## src/rtl/mem_rd_responder.sv

```systemverilog
// 256 x 16 read responder: self-initialising RAM with a fixed-latency read pipeline,
// a side write port for preloading, and sticky misuse flags for accesses during INIT.
module mem_rd_responder #(
  parameter int LATENCY      = 2,
  parameter int INIT_PATTERN = 1
) (
  input  logic        i_clk,
  input  logic        i_reset_p,
  input  logic [7:0]  i_ram_rd_addr,
  input  logic        i_ram_rd_read,
  output logic [15:0] o_ram_rd_data,
  output logic        o_ram_rd_valid,
  input  logic        i_wr_en,
  input  logic [7:0]  i_wr_addr,
  input  logic [15:0] i_wr_data,
  output logic        o_init_done,
  output logic        o_rd_err,
  output logic        o_wr_err,
  output logic [15:0] o_rd_cnt
);

  typedef enum logic {
    ST_INIT  = 1'b0,
    ST_READY = 1'b1
  } state_t;

  state_t r_state;
  state_t w_state_next;

  logic [7:0]  r_init_addr;
  logic [15:0] w_init_word;
  logic        w_in_init;
  logic        w_mem_we;
  logic [7:0]  w_mem_waddr;
  logic [15:0] w_mem_wdata;

  logic [15:0] r_mem [0:255];
  logic [15:0] r_mem_q;
  logic        r_req_v;
  logic        r_req_dead;
  logic [15:0] w_req_data;

  logic [LATENCY-1:0]       r_pipe_v;
  logic [LATENCY-1:0][15:0] r_pipe_d;
  logic [LATENCY-1:0]       w_stage_v;
  logic [LATENCY-1:0][15:0] w_stage_d;

  logic        r_rd_err;
  logic        r_wr_err;
  logic [15:0] r_rd_cnt;

  generate
    if (INIT_PATTERN == 0) begin : g_init_zero
      assign w_init_word = 16'h0000;
    end else begin : g_init_addr
      assign w_init_word = {~r_init_addr, r_init_addr};
    end
  endgenerate

  always_ff @(posedge i_clk) begin
    if (i_reset_p) begin
      r_state <= ST_INIT;
    end else begin
      r_state <= w_state_next;
    end
  end

  always_comb begin
    w_state_next = r_state;
    case (r_state)
      ST_INIT:  if (r_init_addr == 8'hFF) w_state_next = ST_READY;
      ST_READY: w_state_next = ST_READY;
      default:  w_state_next = ST_INIT;
    endcase
  end

  // The single RAM write port is shared between the init sweep and the side port.
  always_comb begin
    w_in_init   = 1'b0;
    w_mem_we    = 1'b0;
    w_mem_waddr = i_wr_addr;
    w_mem_wdata = i_wr_data;
    o_init_done = 1'b0;
    case (r_state)
      ST_INIT: begin
        w_in_init   = 1'b1;
        w_mem_we    = ~i_reset_p;
        w_mem_waddr = r_init_addr;
        w_mem_wdata = w_init_word;
      end
      ST_READY: begin
        o_init_done = 1'b1;
        w_mem_we    = i_wr_en & ~i_reset_p;
      end
      default: ;
    endcase
  end

  always_ff @(posedge i_clk) begin
    if (i_reset_p) begin
      r_init_addr <= 8'h00;
    end else if (w_in_init) begin
      r_init_addr <= r_init_addr + 8'd1;
    end
  end

  // Registered read of the pre-write contents gives read-before-write on collisions.
  always_ff @(posedge i_clk) begin
    if (w_mem_we) begin
      r_mem[w_mem_waddr] <= w_mem_wdata;
    end
    r_mem_q <= r_mem[i_ram_rd_addr];
  end

  always_ff @(posedge i_clk) begin
    if (i_reset_p) begin
      r_req_v    <= 1'b0;
      r_req_dead <= 1'b0;
    end else begin
      r_req_v    <= i_ram_rd_read;
      r_req_dead <= w_in_init;
    end
  end

  assign w_req_data = r_req_dead ? 16'hDEAD : r_mem_q;

  genvar gi;
  generate
    for (gi = 0; gi < LATENCY; gi++) begin : g_stage_in
      if (gi == 0) begin : g_first
        assign w_stage_v[gi] = r_req_v;
        assign w_stage_d[gi] = w_req_data;
      end else begin : g_next
        assign w_stage_v[gi] = r_pipe_v[gi-1];
        assign w_stage_d[gi] = r_pipe_d[gi-1];
      end
    end
  endgenerate

  // Each stage only loads data alongside a valid bit, so the output holds between responses.
  always_ff @(posedge i_clk) begin
    if (i_reset_p) begin
      r_pipe_v <= '0;
      r_pipe_d <= '0;
    end else begin
      for (int i = 0; i < LATENCY; i++) begin
        r_pipe_v[i] <= w_stage_v[i];
        if (w_stage_v[i]) begin
          r_pipe_d[i] <= w_stage_d[i];
        end
      end
    end
  end

  always_ff @(posedge i_clk) begin
    if (i_reset_p) begin
      r_rd_err <= 1'b0;
      r_wr_err <= 1'b0;
      r_rd_cnt <= 16'h0000;
    end else begin
      if (i_ram_rd_read && w_in_init) r_rd_err <= 1'b1;
      if (i_wr_en && w_in_init) r_wr_err <= 1'b1;
      if (i_ram_rd_read && !w_in_init) r_rd_cnt <= r_rd_cnt + 16'd1;
    end
  end

  assign o_ram_rd_valid = r_pipe_v[LATENCY-1];
  assign o_ram_rd_data  = r_pipe_d[LATENCY-1];
  assign o_rd_err       = r_rd_err;
  assign o_wr_err       = r_wr_err;
  assign o_rd_cnt       = r_rd_cnt;

endmodule
```

## config.mk

```make
export PLATFORM = sky130hd
export DESIGN_NAME = mem_rd_responder
export DESIGN_NICKNAME = d
export VERILOG_FILES = /design/src/rtl/mem_rd_responder.sv
export SDC_FILE = /design/constraint.sdc
export NUM_CORES = 2
export LEC_CHECK = 0
export CORE_UTILIZATION = 55
export DETAILED_ROUTE_END_ITERATION = 10
export GPL_TIMING_DRIVEN = 0
export PLACE_DENSITY = 0.71
export REMOVE_ABC_BUFFERS = 1
export SLEW_MARGIN = 20
export SYNTH_ARGS = -nofsm -noshare
export SYNTH_HDL_FRONTEND = slang
export SYNTH_SLANG_ARGS = --single-unit
```

## constraint.sdc

```tcl
create_clock -name i_clk -period 41.5 [get_ports i_clk]
set_input_delay 8.3 -clock i_clk [delete_from_list [all_inputs] [get_ports i_clk]]
set_output_delay 8.3 -clock i_clk [all_outputs]
set_load 0.01 [all_outputs]
```

* Word level (Yosys, flattened, before mapping) *
Memories as Yosys holds them, arrays and structs flattened. A register that Yosys moved wholly into a read port is not among the register bits.
Cells that the tools add are included.

word-level totals
  memory bits (writable) = 4096
  word-level logic and storage cells = 31
  input bits = 36
  memories kept = 1
  flip-flop bits (word level) = 63
  output and inout port bits = 36

operators by class
  equality and inequality tests = 1
  muxes and demuxes = 10
  bitwise gates (word level) = 4
  add/subtract/negate cells = 2
  reduce and logical (&&, ||, !) cells = 3

memories
  memory  depth  bits a word  read ports  clocked after Yosys merged registers in  wr ports  line  text
  r_mem   256    16           1           1                                        1         37    logic [15:0] r_mem [0:255];

operator list
  kind                                           count
  2-to-1 mux 16 bit                              2
  adder 16 x 1 -> 16 bit, second input constant  1
  adder 8 x 1 -> 8 bit, second input constant    1
  == test 8 bit, second input constant           1
  2-to-1 mux 8 bit                               1
  inverter 8 bit                                 1
  2-to-1 mux 1 bit                               5
  case mux 1 bit (2 select lines)                2
  logical AND 1 bit                              3
  inverter 1 bit                                 2
  AND 1 bit                                      1

* Longest topological paths before layout *
  depth in word-level cells = 5
  mapped depth = 14

* Worst setup path before layout *
Ideal clock, no wire load.

  path kind = input port to flip-flop
  start = input port i_wr_data[11]
  end = memory r_mem[0][11] (data pin)
  required time = 39.312 ns
  path buffers = 0
  setup time = 2.188 ns
  stages = 2
  arrival time = 13.111 ns
  slack = 26.201 ns
  cells stage by stage = nand2_1 o21ai_0

on the way
  longest elaborated chain between the ends = 1

RTL lines
  what                 line  text
  start: declaration   15    input logic [15:0] i_wr_data,
  2-to-1 mux 16 bit    84    case (r_state)
  net w_mem_wdata[11]  35    logic [15:0] w_mem_wdata;
  end: declaration     37

The timed path passes the listed nets, and every way through them passes these cells.

==> run_results.csv <==
group,metric,value,unit
logic_synthesis,synthDominantCellAreaShare,0.759,
logic_synthesis,synth.avg_cell_area,21.1,um^2
clocking,clkTransAtPathRegs,0.06,ns
logic_synthesis,synth-main-ff-cell,"edfxtp_1",
sta,worstMarginPinSlew,1.26,ns
power,swShare,0.213,
sta,rsz0062_at_grt,"no",
worst_setup_path,crit_fanout,90,
worst_setup_path,worstReg2RegEnd,"r_mem[230][9]",
worst_setup_path,rrSetupSlack,36.39,ns
sta,finalMaxSlewViolations,0,
grt,grt_max_degree,137,
worst_setup_path,r2r_cells,6,
finish,multiInputGateArea,35900,um^2
clocking,root_buffer,"clkbuf_16",
worst_setup_path,worst_setup_path_end_kind,"flip-flop",
power,p_clk_frac,0.416,
clocking,clockBufferDepth,4,
sta,fmax,0.0737,GHz
worst_setup_path,path_cells,"buf_16 -> buf_16 -> buf_16 -> buf_16 -> buf_16 -> buf_16 -> mux2_2 -> a221oi_1 -> o21ai_0 -> and4_1 -> o2111ai_1 -> or4_1 -> nor3_1",
drt,route.detailed.wl_per_inst,33.4,um
power,cellLeakagePower,57.6,nW
floorplanning,core,292000,um^2
power,power.density,46.4,nW/um^2
grt,gr-total-overflow,0,
worst_hold_path,hp-class,"flip-flop to flip-flop",
drt,via_per_inst,6.64,
logic_synthesis,async_flop_share,0,
worst_setup_path,cpMostUsedCell,"buf_16",
logic_synthesis,yosys-top-cells-area,"edfxtp_1 76%, mux4_2 12%, mux2i_1 2.1%, mux2_2 1.1%, dfxtp_1 0.98%",
finish,seq_area,125000,um^2
sta,setup_slack,27.94,ns
sta,setup_viol,0,
sta,finalCritPeriodShare,0.327,
worst_setup_path,path_class,"input port to flip-flop",
power,pwr-share-seq,0.536,
sta,min_period,13.56,ns
logic_synthesis,synth-seq-cells,4175,
floorplanning,initial_core_util,0.555,
floorplanning,die_x,545,um
clocking,cts_hold_buffers,0,
finish,syn2layout_area_growth,14.3,%
finish,final_util,0.634,
clocking,cts_buffers,406,
finish,final_cell_mix,"4,096 x edfxtp_1, 855 x mux4_2, 412 x clkbuf_16, 335 x mux2i_1, 194 x nor2_2",
power,power.total,8.60,mW
floorplanning,dieArea,297000,um^2
floorplanning,rows,198,
logic_synthesis,netlist_instances,7673,
finish,fillers,18693,
logic_synthesis,yosys_warnings,0,
run_status,status,"finished clean",
logic_synthesis,yosys.area.top_type,"edfxtp_1",
grt,grt_pass1_vias,81439,
floorplanning,die_y,545,um
worst_setup_path,critPathArrivalTime,14.44,ns
finish,final_common_cell,"edfxtp_1",
place,preCtsSetupSlack,26.86,ns
place,dpl.hpwl,256,mm
sta,maxSlewHeadroom,0.157,
clocking,cts_tree,"built",
power,p_switching,1.83,mW
worst_setup_path,startpoint,"i_ram_rd_addr[0]",
power,power.share.combinational,0.047,
logic_synthesis,synth_cell_types,71,
floorplanning,pin_count,72,
grt,antenna_found_initial,17,
place,portBuffers,71,
drt,dr.pass1.iters,7,
flow_run,drv_cap,0,
worst_setup_path,crit_required,42.38,ns
sta,fin_skew,0.0752,ns
sta,finalHoldViolations,0,
finish,drive_gt1_frac,0.271,
grt,track_usage,0.278,
drt,vias,81443,
grt,grt_pass1_wl,586,mm
drt,drtIter0Drc,10618,
clocking,cts.sinks,4175,
logic_synthesis,synth_area,162000,um^2
power,ir_worst_vdd,48.9,uV
worst_setup_path,start_kind,"input port",
power,internal-power,6.77,mW
worst_setup_path,r2r-start,"r_state",
sta,fin_hold_ws,0.436,ns
drt,wirelength,410,mm
clocking,clk-insertion-delay-late,0.99,ns
worst_setup_path,critical_path.slowest_cell,"o21ai_0",
sta,finalSetupTns,0,ns
clocking,htreeDepth,5,
place,gp_congestion,0.865,
logic_synthesis,seq_area_frac_synth,0.769,
drt,ant_nets,0,
logic_synthesis,synth_edf_count,4096,
worst_setup_path,max_stage_delay,0.99,ns
clocking,cts_resized,0,
worst_setup_path,cp-endpoint,"r_mem_q[1]",
finish,final_nets,8044,
clocking,post-cts-setup-buffer-count,0,
drt,drcViolationCount,0,
-- registers in the layout (all words and copies together), names as in the netlist, 2 cells and up --
signal,cells
o_ram_rd_data,16
o_rd_cnt,16
r_init_addr,8
r_mem,4096
r_mem_q,16
r_pipe_d,16
r_pipe_v,2
-- metal layers --
metal,part of all wire,GRT usage,up-vias
met5,0.00024,0,-
met4,0.056,0.140,14
met3,0.10,0.0602,843
met2,0.47,0.432,4732
met1,0.37,0.376,42834
li1,-,-,33020
-- area by class of cell --
class,count,share of cell area
clock inverter,240,0.0116
tap,3900,0.0263
timing repair buffer,410,0.0374
sequential,4175,0.672
multi-input combinational,3002,0.194
clock buffer,510,0.0580
inverter,11,0.000331
antenna,10,0.000135
-- power groups by stage --
stage               logic, mW  registers [mW]  clock network [mW]
finish                  0.406            4.61                3.58
global route            0.422            4.61                3.76
CTS                     0.402            4.61                3.61
detailed placement      0.400            4.70                   0
global placement         1.09            4.74                   0
floorplan               0.187            4.71                   0
-- synth_stat cells (16+ instances only) --
cell type,count
a221o_1,21
buf_6,64
nand2_1,136
a211oi_1,30
o22ai_1,129
mux4_2,855
edfxtp_1,4096
a221oi_1,110
buf_4,77
o221ai_1,94
nor4_1,19
a22oi_1,68
buf_2,118
clkbuf_1,159
a22o_1,29
nand3_1,36
mux2_2,155
nor3_1,111
mux2i_1,335
o21ai_0,110
a21oi_1,172
nor2_1,385
buf_1,34
buf_8,16
dfxtp_1,79
-- metrics by stage --
step	instance area (um^2)	std cells
3_3_place_gp	165000	11159
5_1_grt	185000	12252
6_report	185000	12258
4_1_cts	185000	12247
2_1_floorplan	159000	7188
3_5_place_dp	172000	11497
-- worst min path at each step --
stage	endpoint	startpoint	slack [ns]	depth (start not counted)
after floorplan	r_pipe_d[13]	r_mem_q[13]	0.43	2
final	r_pipe_d[8]	r_mem_q[8]	0.44	2
after global routing	r_pipe_d[8]	r_mem_q[8]	0.47	2
after CTS	r_pipe_d[8]	r_mem_q[8]	0.45	2
after global placement	o_wr_err	o_wr_err	0.46	2
after detailed placement	r_pipe_d[8]	r_mem_q[8]	0.45	2
-- cell families (layout without fill, tap and decap cells) --
| group | count (synthesis) | after routing | synth area share |
|---|---|---|---|
| AOI/OAI and AO/OA | 853 | 853 | 0.0372 |
| xor gates and xnor gates | 18 | 18 | 0.000973 |
| adders and majority gates | 2 | 2 | 0.000154 |
| buffers and inverters | 496 | 1171 | 0.0198 |
| DFF | 4175 | 4175 | 0.769 |
| muxes | 1358 | 1358 | 0.152 |
| other | 0 | 10 | 0 |
| and+or+nand+nor | 771 | 771 | 0.0211 |
-- worst max-delay path: cells and delay by family --
family / cells / cell delay, ns
AOI/OAI and AO/OA: 3 / 1.29
buffers and inverters: 6 / 2.42
and+or+nand+nor: 3 / 1.52
muxes: 1 / 0.27
No activity file was read; power rests on OpenSTA's default activity.
